File: src/rtl/pc_sequencer.sv
// Program-counter sequencer: holds, steps or redirects the fetch PC, resolves
// memory stalls and inserts one wrong-path bubble after every applied redirect.
//
// state | meaning
// BOOT  | single post-reset cycle, PC held, no fetch issued
// RUN   | fetch issued, PC steps or takes a decoded redirect
// STALL | memory busy, PC held, first redirect seen is parked in pending
// FLUSH | one wrong-path bubble after a redirect, decode inputs ignored
module pc_sequencer #(
    parameter logic [31:0] RESET_VECTOR = 32'h0000_0000,
    parameter logic [31:0] PC_STEP      = 32'd4,
    parameter int          OFFSET_W     = 8
) (
    input  logic                i_clk,
    input  logic                i_reset,
    input  logic                i_jump,
    input  logic                i_branch_eq,
    input  logic                i_branch_ne,
    input  logic                i_zero,
    input  logic [OFFSET_W-1:0] i_offset,
    input  logic                i_imem_busy,
    input  logic                i_dmem_busy,
    output logic [31:0]         o_pc,
    output logic                o_pc_sel,
    output logic                o_fetch_valid,
    output logic [1:0]          o_state
);

    typedef enum logic [1:0] {
        S_BOOT  = 2'b00,
        S_RUN   = 2'b01,
        S_STALL = 2'b10,
        S_FLUSH = 2'b11
    } state_t;

    state_t      r_state;
    logic [31:0] r_pc;
    logic [31:0] r_pend;
    logic        r_pend_valid;
    logic        r_pc_sel;
    logic        r_fetch_valid;

    logic        w_take;
    logic        w_stall;
    logic [31:0] w_off_ext;
    logic [31:0] w_off_bytes;
    logic [31:0] w_target;

    assign w_take      = i_jump | (i_branch_eq & i_zero) | (i_branch_ne & ~i_zero);
    assign w_stall     = i_imem_busy | i_dmem_busy;
    assign w_off_ext   = {{(32-OFFSET_W){i_offset[OFFSET_W-1]}}, i_offset};
    assign w_off_bytes = {w_off_ext[29:0], 2'b00};
    // Plain 32-bit sum: wrap-around is intentional and silent.
    assign w_target    = r_pc + PC_STEP + w_off_bytes;

    // Decode/stall inputs are only looked at inside the states that consume
    // them, so garbage on them during BOOT or FLUSH cannot reach the PC.
    always_ff @(posedge i_clk) begin
        if (i_reset) begin
            r_state       <= S_BOOT;
            r_pc          <= RESET_VECTOR;
            r_pend        <= 32'h0;
            r_pend_valid  <= 1'b0;
            r_pc_sel      <= 1'b0;
            r_fetch_valid <= 1'b0;
        end else begin
            r_pc_sel <= 1'b0;
            case (r_state)
                S_BOOT: begin
                    r_state       <= S_RUN;
                    r_fetch_valid <= 1'b1;
                end
                S_RUN: begin
                    if (w_stall) begin
                        r_state       <= S_STALL;
                        r_fetch_valid <= 1'b0;
                        if (w_take) begin
                            r_pend       <= w_target;
                            r_pend_valid <= 1'b1;
                        end
                    end else if (w_take) begin
                        r_pc          <= w_target;
                        r_pc_sel      <= 1'b1;
                        r_state       <= S_FLUSH;
                        r_fetch_valid <= 1'b0;
                    end else begin
                        r_pc <= r_pc + PC_STEP;
                    end
                end
                S_STALL: begin
                    if (w_stall) begin
                        // Oldest redirect wins; younger decodes are wrong-path.
                        if (w_take && !r_pend_valid) begin
                            r_pend       <= w_target;
                            r_pend_valid <= 1'b1;
                        end
                    end else if (r_pend_valid) begin
                        r_pc          <= r_pend;
                        r_pc_sel      <= 1'b1;
                        r_pend_valid  <= 1'b0;
                        r_state       <= S_FLUSH;
                    end else begin
                        // PC held so the stalled fetch is reissued and re-decoded.
                        r_state       <= S_RUN;
                        r_fetch_valid <= 1'b1;
                    end
                end
                S_FLUSH: begin
                    if (w_stall) begin
                        r_state <= S_STALL;
                    end else begin
                        r_state       <= S_RUN;
                        r_fetch_valid <= 1'b1;
                    end
                end
                default: begin
                    r_state       <= S_BOOT;
                    r_fetch_valid <= 1'b0;
                end
            endcase
        end
    end

    assign o_pc          = r_pc;
    assign o_pc_sel      = r_pc_sel;
    assign o_fetch_valid = r_fetch_valid;
    assign o_state       = r_state;

endmodule

File: config.mk
export PLATFORM = sky130hd
export DESIGN_NAME = pc_sequencer
export DESIGN_NICKNAME = d
export VERILOG_FILES = /design/src/rtl/pc_sequencer.sv
export SDC_FILE = /design/constraint.sdc
export NUM_CORES = 1
export LEC_CHECK = 0
export BUFFER_PORTS_ARGS = -buffer_cell sky130_fd_sc_hd__buf_2
export CORE_MARGIN = 3
export CORE_UTILIZATION = 40
export DETAILED_ROUTE_END_ITERATION = 10
export GPL_TIMING_DRIVEN = 1
export PLACE_DENSITY = 0.67
export SETUP_SLACK_MARGIN = 0.1
export SLEW_MARGIN = 20
export SYNTH_ARGS = -nofsm -noshare
export SYNTH_HDL_FRONTEND = slang
export SYNTH_SLANG_ARGS = --single-unit
export TNS_END_PERCENT = 50
File: constraint.sdc
create_clock -name i_clk -period 4.1 [get_ports i_clk]
set_input_delay 0.41 -clock i_clk [delete_from_list [all_inputs] [get_ports i_clk]]
set_output_delay 0.41 -clock i_clk [all_outputs]
set_load 0.01 [all_outputs]
==> results of run 1 <==
## metal layers
metal	part of all wire, %	vias up	global-route usage, %
met5	0	-	0
met4	2.4	0	10.1
met3	5.3	30	3.09
met2	46	189	37.0
met1	46	2615	31.0
li1	-	2761	-
## worst max-delay path, cell delays in order, from the launching register on
cell and delay, ps:
dfxtp_1 450, nand4_2 170, or3_4 430, nor2_1 280
nand2_1 110, xnor2_1 300, ha_1 330, a21oi_1 230
o21ai_0 150, or2_2 320, o211a_1 270, or3_1 340
a31oi_1 200, o21ai_1 70
## per-stage QoR
step	setup WS, ps	cell area, µm²	utilization [%]
6_report	331	6260	46.7
5_1_grt	75.9	6260	46.7
4_1_cts	224	6240	46.6
3_5_place_dp	268	5930	44.3
3_3_place_gp	324	5930	44.3
2_1_floorplan	809	5540	-
## kinds of logic after synthesis
logic type,after synthesis,share of synthesized area [%]
AO/OA/AOI/OAI,230,27.0
XOR/XNOR,46,7.61
adder cells (fa/ha/maj),42,9.62
buffers and inverters,59,4.50
flip-flops,69,24.9
multiplexers,8,1.47
AND/OR/NAND/NOR,288,24.9
## power by group
group          leakage (nW)  total, mW  internal (mW)  switching (mW)
Sequential            0.563      0.845          0.771          0.0742
Clock                 0.153      0.843          0.530           0.313
Combinational          1.95      0.815          0.301           0.514
## area by class of cell
type | instances | share of cell area (%)
sequential | 69 | 22.1
multi-input combinational | 614 | 62.9
clock buffer | 11 | 3.72
clock inverter | 5 | 1.20
timing repair buffer | 65 | 5.75
inverter | 15 | 0.899
tap | 176 | 3.52
## registers in the layout, summed over array words and instances, names as in the netlist
name and count:
o_fetch_valid 1, o_pc 32, o_pc_sel 1, o_state 2, r_pend 32, r_pend_valid 1
## cell usage in the layout, fill, tap and decap left out, types with 8 or more instances in the layout
cell type	count
a21o_1	16
a21oi_1	77
xnor2_1	31
buf_2	51
nor2_1	56
nand3_1	38
buf_4	14
inv_1	14
o21ai_0	35
dfxtp_1	69
ha_1	40
clkbuf_16	9
a31oi_1	12
a211oi_1	12
nand4_1	15
nor3_1	15
nand2_1	113
xor2_1	14
nand2b_1	8
## path summary, 6_finish.rpt
check	start	to
min	i_dmem_busy	o_pc_sel$_SDFF_PP0_
max	o_pc[9]$_SDFFE_PP0P_	o_pc[25]$_SDFFE_PP0P_
min reg2reg	r_pend[10]$_SDFFE_PP0P_	r_pend[10]$_SDFFE_PP0P_
max reg2reg	o_pc[9]$_SDFFE_PP0P_	o_pc[25]$_SDFFE_PP0P_
==> parameters.txt, run 1 <==
Parameter                              Value

Outcome
  Status    finished clean

Global route
  Wire length of the first global-routing pass    between 20 and 30 mm
  Aggregate global-route resource usage    between 20% and 30%
  Initial antenna violation count    0
  Largest net degree at the start of global routing    38
  Via count of the first global-routing pass    5283
  Remaining global-route overflow    0

STA
  Setup-violating endpoint count in the final report    0
  Rel. slew slack    34.9%
  Worst-margin pin slew    975 ps
  Max frequency    about 270 MHz
  Post-route clock period utilization    between 90% and 100%
  Fin Setup TNS    0 ps
  Pins over their slew limit    0
  Final hold violation count    0
  Worst hold margin    about 430 ps
  Post-layout min period    roughly 3800 ps
  Fin Clk Skew    between 9 and 10 ps
  RSZ-0062 raised after global routing    true

Synthesis
  Post-synthesis cell type with the largest combined area    dfxtp_1
  Most frequent cell after synthesis    nand2_1
  Mean instance size in the synthesized netlist    7.46 µm²
  Leading post-synthesis cells by cell area    dfxtp_1, ha_1, nand2_1, a21oi_1, xnor2_1
  Async SR Flop Fraction    0%
  Syn Nets    800
  Post-synth design cell area    5540 µm²
  Unique cell type count in the Yosys netlist    75
  Flip-flop cell with the highest count after synthesis    dfxtp_1
  Proportion of netlist area held by the largest area contributor    24.9%
  Flops & latches, synth    69
  Top post-synthesis cells by count    nand2_1, a21oi_1, dfxtp_1
  Portion of the post-synthesis area used by sequential elements    24.9%
  Count of flip-flops with a built-in enable after synthesis    0
  Number of warnings reported in the yosys synthesis log    0
  Cells after synthesis    742

Hold path
  Worst hold path depth    3
  Hold crit path type    in -> reg

Finish
  Syn-to-layout area delta    13.1%
  Antenna cells    0
  Filler cell count in the final layout    about 1400
  Number of nets at the end of the flow    832
  Cell Count, Final, Fillers Out    955
  Multi-input gate area    slightly below 4000 µm²
  Flip-flop and latch area    1380 µm²
  Proportion of layout cells with a drive suffix above 1    14.1%

Clocking
  CTS clock-pin slew for the worst setup and hold paths    60 ps
  Clock sink count    69
  Post_cts resized    0
  Total of hold buffers inserted after clock tree synthesis    0
  H-tree level count    3
  Num CTS Buffers    9
  Maximum number of buffers from clock root to sink    2
  Source-to-sink clock delay at the later pin of the worst-skew pair    350 ps
  Postcts setup bufs    0
  Root buffer cell    clkbuf_16
  CTS tree    yes

Pwr
  Leakage    2.66 nW
  Power Total    ~2.5 mW
  Power per standard cell area    400 nW/µm²
  Maximum resistive drop on vdd    about 0.00022 V

Critical path
  CP Capture Type    flop
  Critical path class    reg -> reg
  Element type at the critical path start    flop
  Crit path max fanout    7
  Required time at the endpoint of the critical path    4340 ps
  Flop2flop setup slack    330 ps
  FF-to-FF path depth    13
  Data arrival time of the critical path    4000 ps

Placement
  Post-DP HPWL    12.2 mm
  # port buffers    51
  Number of cells after detailed placement    roughly 940
  Routability Congestion    0.912

Flow run
  Reported max-cap violation count    0

Drt
  DRC Markers    0
  Total length of routed wires    approximately 17 mm
  First-pass DRT Iterations    5
  Number of DRC violations after detailed-routing iteration 0    445
  Vias after detailed routing    between 5000 and 6000
  Avg WL per Cell    17.8 µm
  Detail-routed via count per cell    slightly below 6
  Number of nets with antenna violations after detailed routing    0

Floorplanning
  Core area    about 13000 µm²
  Number of placed I/O pins    52
  Overall die area    15300 µm²
  Die X-Extent    ~120 µm
  Die span in y    124 µm
  Initial core utilization    41.3%
  Row count    42
Note: power is estimated with default switching activity, not from simulation.
==> run 2, diff against run 1 <==
BUFFER_PORTS_ARGS = not set   (was -buffer_cell sky130_fd_sc_hd__buf_2)
CORE_ASPECT_RATIO = 1.4   (was not set)
DONT_BUFFER_PORTS = 1   (was not set)
PLACE_DENSITY = 0.63   (was 0.67)
==> parameters.txt, run 2 (synthesized netlist as in run 1, its figures left out) <==
Parameter                              Value

Drt
  Detail-routed via count per cell    6.20 (was 5.86)
  Number of DRC violations after detailed-routing iteration 0    368 (was 445)
  Vias after detailed routing    5729 (was 5595)
  Number of nets with antenna violations after detailed routing    0 (unchanged)
  Avg WL per Cell    20.2 µm (was 17.8 µm)
  First-pass DRT Iterations    5 (unchanged)
  Total length of routed wires    18.7 mm (was 17.0 mm)
  DRC Markers    0 (unchanged)

Critical path
  Worst R2R End    o_pc[24]$_SDFFE_PP0P_ (was o_pc[25]$_SDFFE_PP0P_)
  Cell family with the largest share of critical-path delay    simple AND/OR/NAND/NOR gates (unchanged)
  Worst path depth    13 (unchanged)
  Flop2flop setup slack    180 ps (was 330 ps)
  Largest stage delay, worst path    430 ps (was 450 ps)
  Beginning of the critical path    o_pc[7]$_SDFFE_PP0P_ (was o_pc[9]$_SDFFE_PP0P_)
  Crit path buffers/inverters    0 (unchanged)
  Cell with the largest stage delay on the worst path    dfxtp_1 (unchanged)
  Data arrival time of the critical path    4120 ps (was 4000 ps)
  FF-to-FF path depth    13 (unchanged)
  Element type at the critical path start    flop (unchanged)
  Critical path class    reg -> reg (unchanged)
  Last element of the critical path    o_pc[24]$_SDFFE_PP0P_ (was o_pc[25]$_SDFFE_PP0P_)
  Required time at the endpoint of the critical path    4300 ps (was 4340 ps)
  Critical-path cell list    and4_2 -> and3_2 -> nand4_1 -> xnor2_1 -> ha_2 -> a21oi_1 -> o21ai_1 -> or3_1 -> o21ai_4 -> a211oi_1 -> or3_1 -> a31oi_1 -> o221ai_1 (was nand4_2 -> or3_4 -> nor2_1 -> nand2_1 -> xnor2_1 -> ha_1 -> a21oi_1 -> o21ai_0 -> or2_2 -> o211a_1 -> or3_1 -> a31oi_1 -> o21ai_1)
  Critical R2R Launch    o_pc[7]$_SDFFE_PP0P_ (was o_pc[9]$_SDFFE_PP0P_)
  Crit path max fanout    11 (was 7)
  Cell seen most often among critical-path stages    or3_1
  CP Capture Type    flop (unchanged)

STA
  RSZ-0062 raised after global routing    true (unchanged)
  Worst-margin pin slew    625 ps (was 975 ps)
  Final hold violation count    0 (unchanged)
  Rel. slew slack    58.1% (was 34.9%)
  Fin Clk Skew    7.27 ps (was 9.68 ps)
  Worst hold margin    141 ps (was 428 ps)
  Pins over their slew limit    0 (unchanged)
  Post-route clock period utilization    95.5% (was 91.9%)
  Post-layout min period    3920 ps (was 3770 ps)
  Setup-violating endpoint count in the final report    0 (unchanged)
  Fin Setup TNS    0 ps (unchanged)
  Max frequency    255 MHz (was 265 MHz)

Clocking
  Root buffer cell    clkbuf_16 (unchanged)
  Clock sink count    69 (unchanged)
  H-tree level count    3 (unchanged)
  Source-to-sink clock delay at the later pin of the worst-skew pair    340 ps (was 350 ps)
  Num CTS Buffers    9 (unchanged)
  CTS tree    yes (unchanged)
  Postcts setup bufs    0 (unchanged)
  CTS clock-pin slew for the worst setup and hold paths    60 ps (about the same)
  Maximum number of buffers from clock root to sink    2 (unchanged)

Placement
  Number of cells after detailed placement    908 (was 939)
  Post-DP HPWL    13.3 mm (was 12.2 mm)
  Routability Congestion    1.02 (was 0.912)
  # port buffers    0 (was 51)

Global route
  Remaining global-route overflow    0 (unchanged)
  Wire length of the first global-routing pass    29.4 mm (was 27.6 mm)
  Aggregate global-route resource usage    24.1% (was 23.1%)
  Initial antenna violation count    0 (unchanged)
  Via count of the first global-routing pass    5489 (was 5283)
  Largest net degree at the start of global routing    54 (was 38)

Pwr
  Power per standard cell area    422 nW/µm² (was 400 nW/µm²)
  Leakage    2.52 nW (was 2.66 nW)
  Maximum resistive drop on vdd    0.000174 V (was 0.000220 V)
  Power Total    2.62 mW (was 2.50 mW)

Flow run
  Reported max-cap violation count    0 (unchanged)

Floorplanning
  Core area    13500 µm² (was 13400 µm²)
  Row count    50 (was 42)
  Overall die area    15300 µm² (about the same)
  Die X-Extent    105 µm (was 124 µm)
  Die span in y    145 µm (was 124 µm)
  Initial core utilization    41.2% (was 41.3%)
  Number of placed I/O pins    52 (unchanged)

Finish
  Antenna cells    0 (unchanged)
  Leading cell types in the layout, fill and taps excluded    nand2_1, a21oi_1, dfxtp_1, nor2_1, ha_1 (was nand2_1, a21oi_1, dfxtp_1, nor2_1, buf_2)
  Filler cell count in the final layout    1352 (was 1407)
  Cell Count, Final, Fillers Out    924 (was 955)
  Syn-to-layout area delta    12.4% (was 13.1%)
  Number of nets at the end of the flow    795 (was 832)
  Proportion of layout cells with a drive suffix above 1    10.4% (was 14.1%)
  Most frequent standard cell in the layout excluding fill and tap cells    nand2_1 (unchanged)

Outcome
  Status    finished clean (unchanged)

Hold path
  Hold crit path type    in -> reg (unchanged)
==> run 2: worst min path at each step <==
stage	startpoint	slack, ps	cells after the start	endpoint
after floorplan	r_pend[10]$_SDFFE_PP0P_	430	2	r_pend[10]$_SDFFE_PP0P_
after global placement	r_pend[10]$_SDFFE_PP0P_	430	2	r_pend[10]$_SDFFE_PP0P_
after detailed placement	r_pend[10]$_SDFFE_PP0P_	440	2	r_pend[10]$_SDFFE_PP0P_
after CTS	i_reset	130	1	r_pend[0]$_SDFFE_PP0P_
after global routing	i_reset	130	1	r_pend[26]$_SDFFE_PP0P_
final	i_reset	140	1	r_pend[26]$_SDFFE_PP0P_
==> run 2: power breakdown <==
part	internal (mW)	switching [mW]	total, mW
logic	0.294	0.514	0.807
clock network	0.654	0.313	0.967
registers	0.771	0.0783	0.849
==> run 2: cell type report <==
class / count / area [µm²] / share of cell area [%]
multi-input cells: 614 / 3980 / 64.0
flip-flops and latches: 69 / 1380 / 22.2
well taps: 182 / 228 / 3.66
clock buffers: 9 / 225 / 3.62
repair buffers: 28 / 210 / 3.38
clock inverters: 7 / 138 / 2.21
inverters: 15 / 56.3 / 0.905
==> run 2: layer usage <==
metal	global-route usage, %	vias to the layer above	part of all wire, %
li1	-	2694	-
met3	4.58	66	6.4
met4	11.8	0	5.2
met2	41.4	243	49
met5	0	-	0
met1	28.4	2726	40
==> run 2: repair_timing <==
item,in CTS,in global routing
gates resized for setup,1,10
setup endpoints to repair,4,17
hold buffers,0,0
gates cloned,0,0
==> run 2: stage by stage <==
stage	util [%]	setup slack, ps	instance area (µm²)
global placement	43.1	110	5790
finish	46.3	183	6220
floorplan	-	809	5540
CTS	45.8	113	6160
global route	46.3	46.1	6220
detailed placement	43.1	17.5	5790
==> run 3, diff against run 2 <==
CORE_UTILIZATION = 25   (was 40)
PLACE_DENSITY = 0.47   (was 0.63)
==> parameters.txt, run 3 (synthesized netlist as in run 1, its figures left out) <==
Parameter                              Value

Global route
  Initial antenna violation count    0 (unchanged)
  Largest net degree at the start of global routing    54 (unchanged)
  Remaining global-route overflow    0 (unchanged)
  Via count of the first global-routing pass    5454 (was 5489)
  Aggregate global-route resource usage    16.3% (was 24.1%)
  Wire length of the first global-routing pass    31.0 mm (was 29.4 mm)

STA
  Rel. slew slack    40.4% (was 58.1%)
  Fin Setup TNS    0 ps (unchanged)
  Setup-violating endpoint count in the final report    0 (unchanged)
  Post-route clock period utilization    91.0% (was 95.5%)
  Fin Clk Skew    9.23 ps (was 7.27 ps)
  RSZ-0062 raised after global routing    false (was true)
  Final hold violation count    0 (unchanged)
  Post-layout min period    3730 ps (was 3920 ps)
  Pins over their slew limit    0 (unchanged)
  Max frequency    268 MHz (was 255 MHz)
  Worst-margin pin slew    891 ps (was 625 ps)
  Post-route worst setup slack    367 ps (was 183 ps)

Flow run
  Reported max-cap violation count    0 (unchanged)

Drt
  Detail-routed via count per cell    5.26 (was 6.20)
  DRC Markers    0 (unchanged)
  Number of DRC violations after detailed-routing iteration 0    339 (was 368)
  Avg WL per Cell    19.0 µm (was 20.2 µm)
  Vias after detailed routing    5441 (was 5729)
  Number of nets with antenna violations after detailed routing    0 (unchanged)
  First-pass DRT Iterations    7 (was 5)
  Total length of routed wires    19.6 mm (was 18.7 mm)

Placement
  Post-place setup slack    215 ps (was 17.5 ps)
  Post-DP HPWL    14.4 mm (was 13.3 mm)
  Routability Congestion    0.920 (was 1.02)
  # port buffers    0 (unchanged)
  Number of cells after detailed placement    1019 (was 908)

Finish
  Leading cell types in the layout, fill and taps excluded    nand2_1, a21oi_1, dfxtp_1, nor2_1, ha_1 (unchanged)
  Cell Count, Final, Fillers Out    1035 (was 924)
  Antenna cells    0 (unchanged)
  Filler cell count in the final layout    2406 (was 1352)
  Number of nets at the end of the flow    796 (was 795)
  Flip-flop and latch area    1380 µm² (about the same)
  Syn-to-layout area delta    13.1% (was 12.4%)
  Proportion of layout cells with a drive suffix above 1    9.69% (was 10.4%)
  Final core utilization    29.2% (was 46.3%)
  Most frequent standard cell in the layout excluding fill and tap cells    nand2_1 (unchanged)
  Multi-input gate area    3950 µm² (was 3980 µm²)

Pwr
  Comb pwr share    32.6% (was 30.8%)
  Int Pwr    1.53 mW (was 1.72 mW)
  Sequential share of power    34.7% (was 32.4%)
  NetSw    916 µW (was 905 µW)
  Power per standard cell area    391 nW/µm² (was 422 nW/µm²)
  Clock power share    32.8% (was 36.9%)
  Leakage    2.48 nW (was 2.52 nW)
  Switching fraction of total power    37.5% (was 34.5%)
  Maximum resistive drop on vdd    0.000194 V (was 0.000174 V)

Critical path
  FF-to-FF path depth    15 (was 13)
  Required time at the endpoint of the critical path    4380 ps (was 4300 ps)
  Data arrival time of the critical path    4010 ps (was 4120 ps)
  Critical path class    reg -> reg (unchanged)
  CP Capture Type    flop (unchanged)
  Element type at the critical path start    flop (unchanged)
  Crit path max fanout    6 (was 11)

Clocking
  Clock sink count    69 (unchanged)
  Root buffer cell    clkbuf_16 (unchanged)
  Num CTS Buffers    9 (unchanged)
  Source-to-sink clock delay at the later pin of the worst-skew pair    340 ps (about the same)
  Postcts setup bufs    0 (unchanged)
  CTS tree    yes (unchanged)
  H-tree level count    3 (unchanged)
  Maximum number of buffers from clock root to sink    2 (unchanged)
  CTS clock-pin slew for the worst setup and hold paths    70 ps (was 60 ps)

Floorplanning
  Initial core utilization    25.8% (was 41.2%)
  Row count    63 (was 50)
  Die X-Extent    132 µm (was 105 µm)
  Die span in y    182 µm (was 145 µm)
  Overall die area    24000 µm² (was 15300 µm²)
  Core area    21400 µm² (was 13500 µm²)
  Number of placed I/O pins    52 (unchanged)

Hold path
  Worst hold path depth    1 (unchanged)
  Hold crit path type    in -> reg (unchanged)

Outcome
  Status    finished clean (unchanged)
run 3: metrics by stage:
| step | power (mW) | instance area (µm²) | hold WS (ps) |
|---|---|---|---|
| floorplan | 1.43 | 5540 | 431 |
| global placement | 1.66 | 5950 | 433 |
| detailed placement | 1.66 | 5950 | 438 |
| CTS | 2.46 | 6240 | 122 |
| global route | 2.59 | 6260 | 136 |
| finish | 2.45 | 6260 | 138 |
run 3: what timing repair did:
item,4_1_cts,5_1_grt
endpoints found under the setup margin,0,13
hold buffers,0,0
gates resized for setup,0,4
run 3: power by group through the flow:
stage / combinational, mW / sequential [mW] / clock [mW]
after floorplan: 0.577 / 0.852 / 0
after global placement: 0.792 / 0.864 / 0
after detailed placement: 0.796 / 0.863 / 0
after CTS: 0.800 / 0.849 / 0.816
after global routing: 0.898 / 0.861 / 0.832
final: 0.796 / 0.848 / 0.801
run 3: layout make-up:
class | instances | area share (%)
multi-input combinational | 614 | 63.0
clock buffer | 10 | 3.66
inverter | 15 | 0.899
timing repair buffer | 29 | 3.48
clock inverter | 6 | 1.02
sequential | 69 | 22.1
tap | 292 | 5.84
run 3: path summary, 6_finish.rpt:
check	startpoint	endpoint	slack, ps
max	o_pc[7]$_SDFFE_PP0P_	r_pend[27]$_SDFFE_PP0P_	370
min reg2reg	r_pend[17]$_SDFFE_PP0P_	r_pend[17]$_SDFFE_PP0P_	450
min	i_reset	r_pend[26]$_SDFFE_PP0P_	140
max reg2reg	o_pc[7]$_SDFFE_PP0P_	r_pend[27]$_SDFFE_PP0P_	370
run 3: per-layer routing:
layer,vias to the layer above,GRT usage [%],routed length [µm],part of all wire (%)
met2,142,29.9,10000,51
li1,2682,-,-,-
met3,42,3.09,1050,5.3
met1,2575,18.2,7890,40
met5,-,0,0,0
met4,0,7.02,649,3.3
run 3: worst max-delay path: stages (launching register included):
cell and delay [ps]:
dfxtp_1 350, and4_1 210, buf_4 150, nand2_1 200
nor2_1 170, xor2_1 350, ha_1 330, nand4_1 120
nor4_1 80, buf_4 150, nor2_1 250, a21o_1 200
a21oi_1 120, o31a_1 390, or4_1 500, nand3_1 90
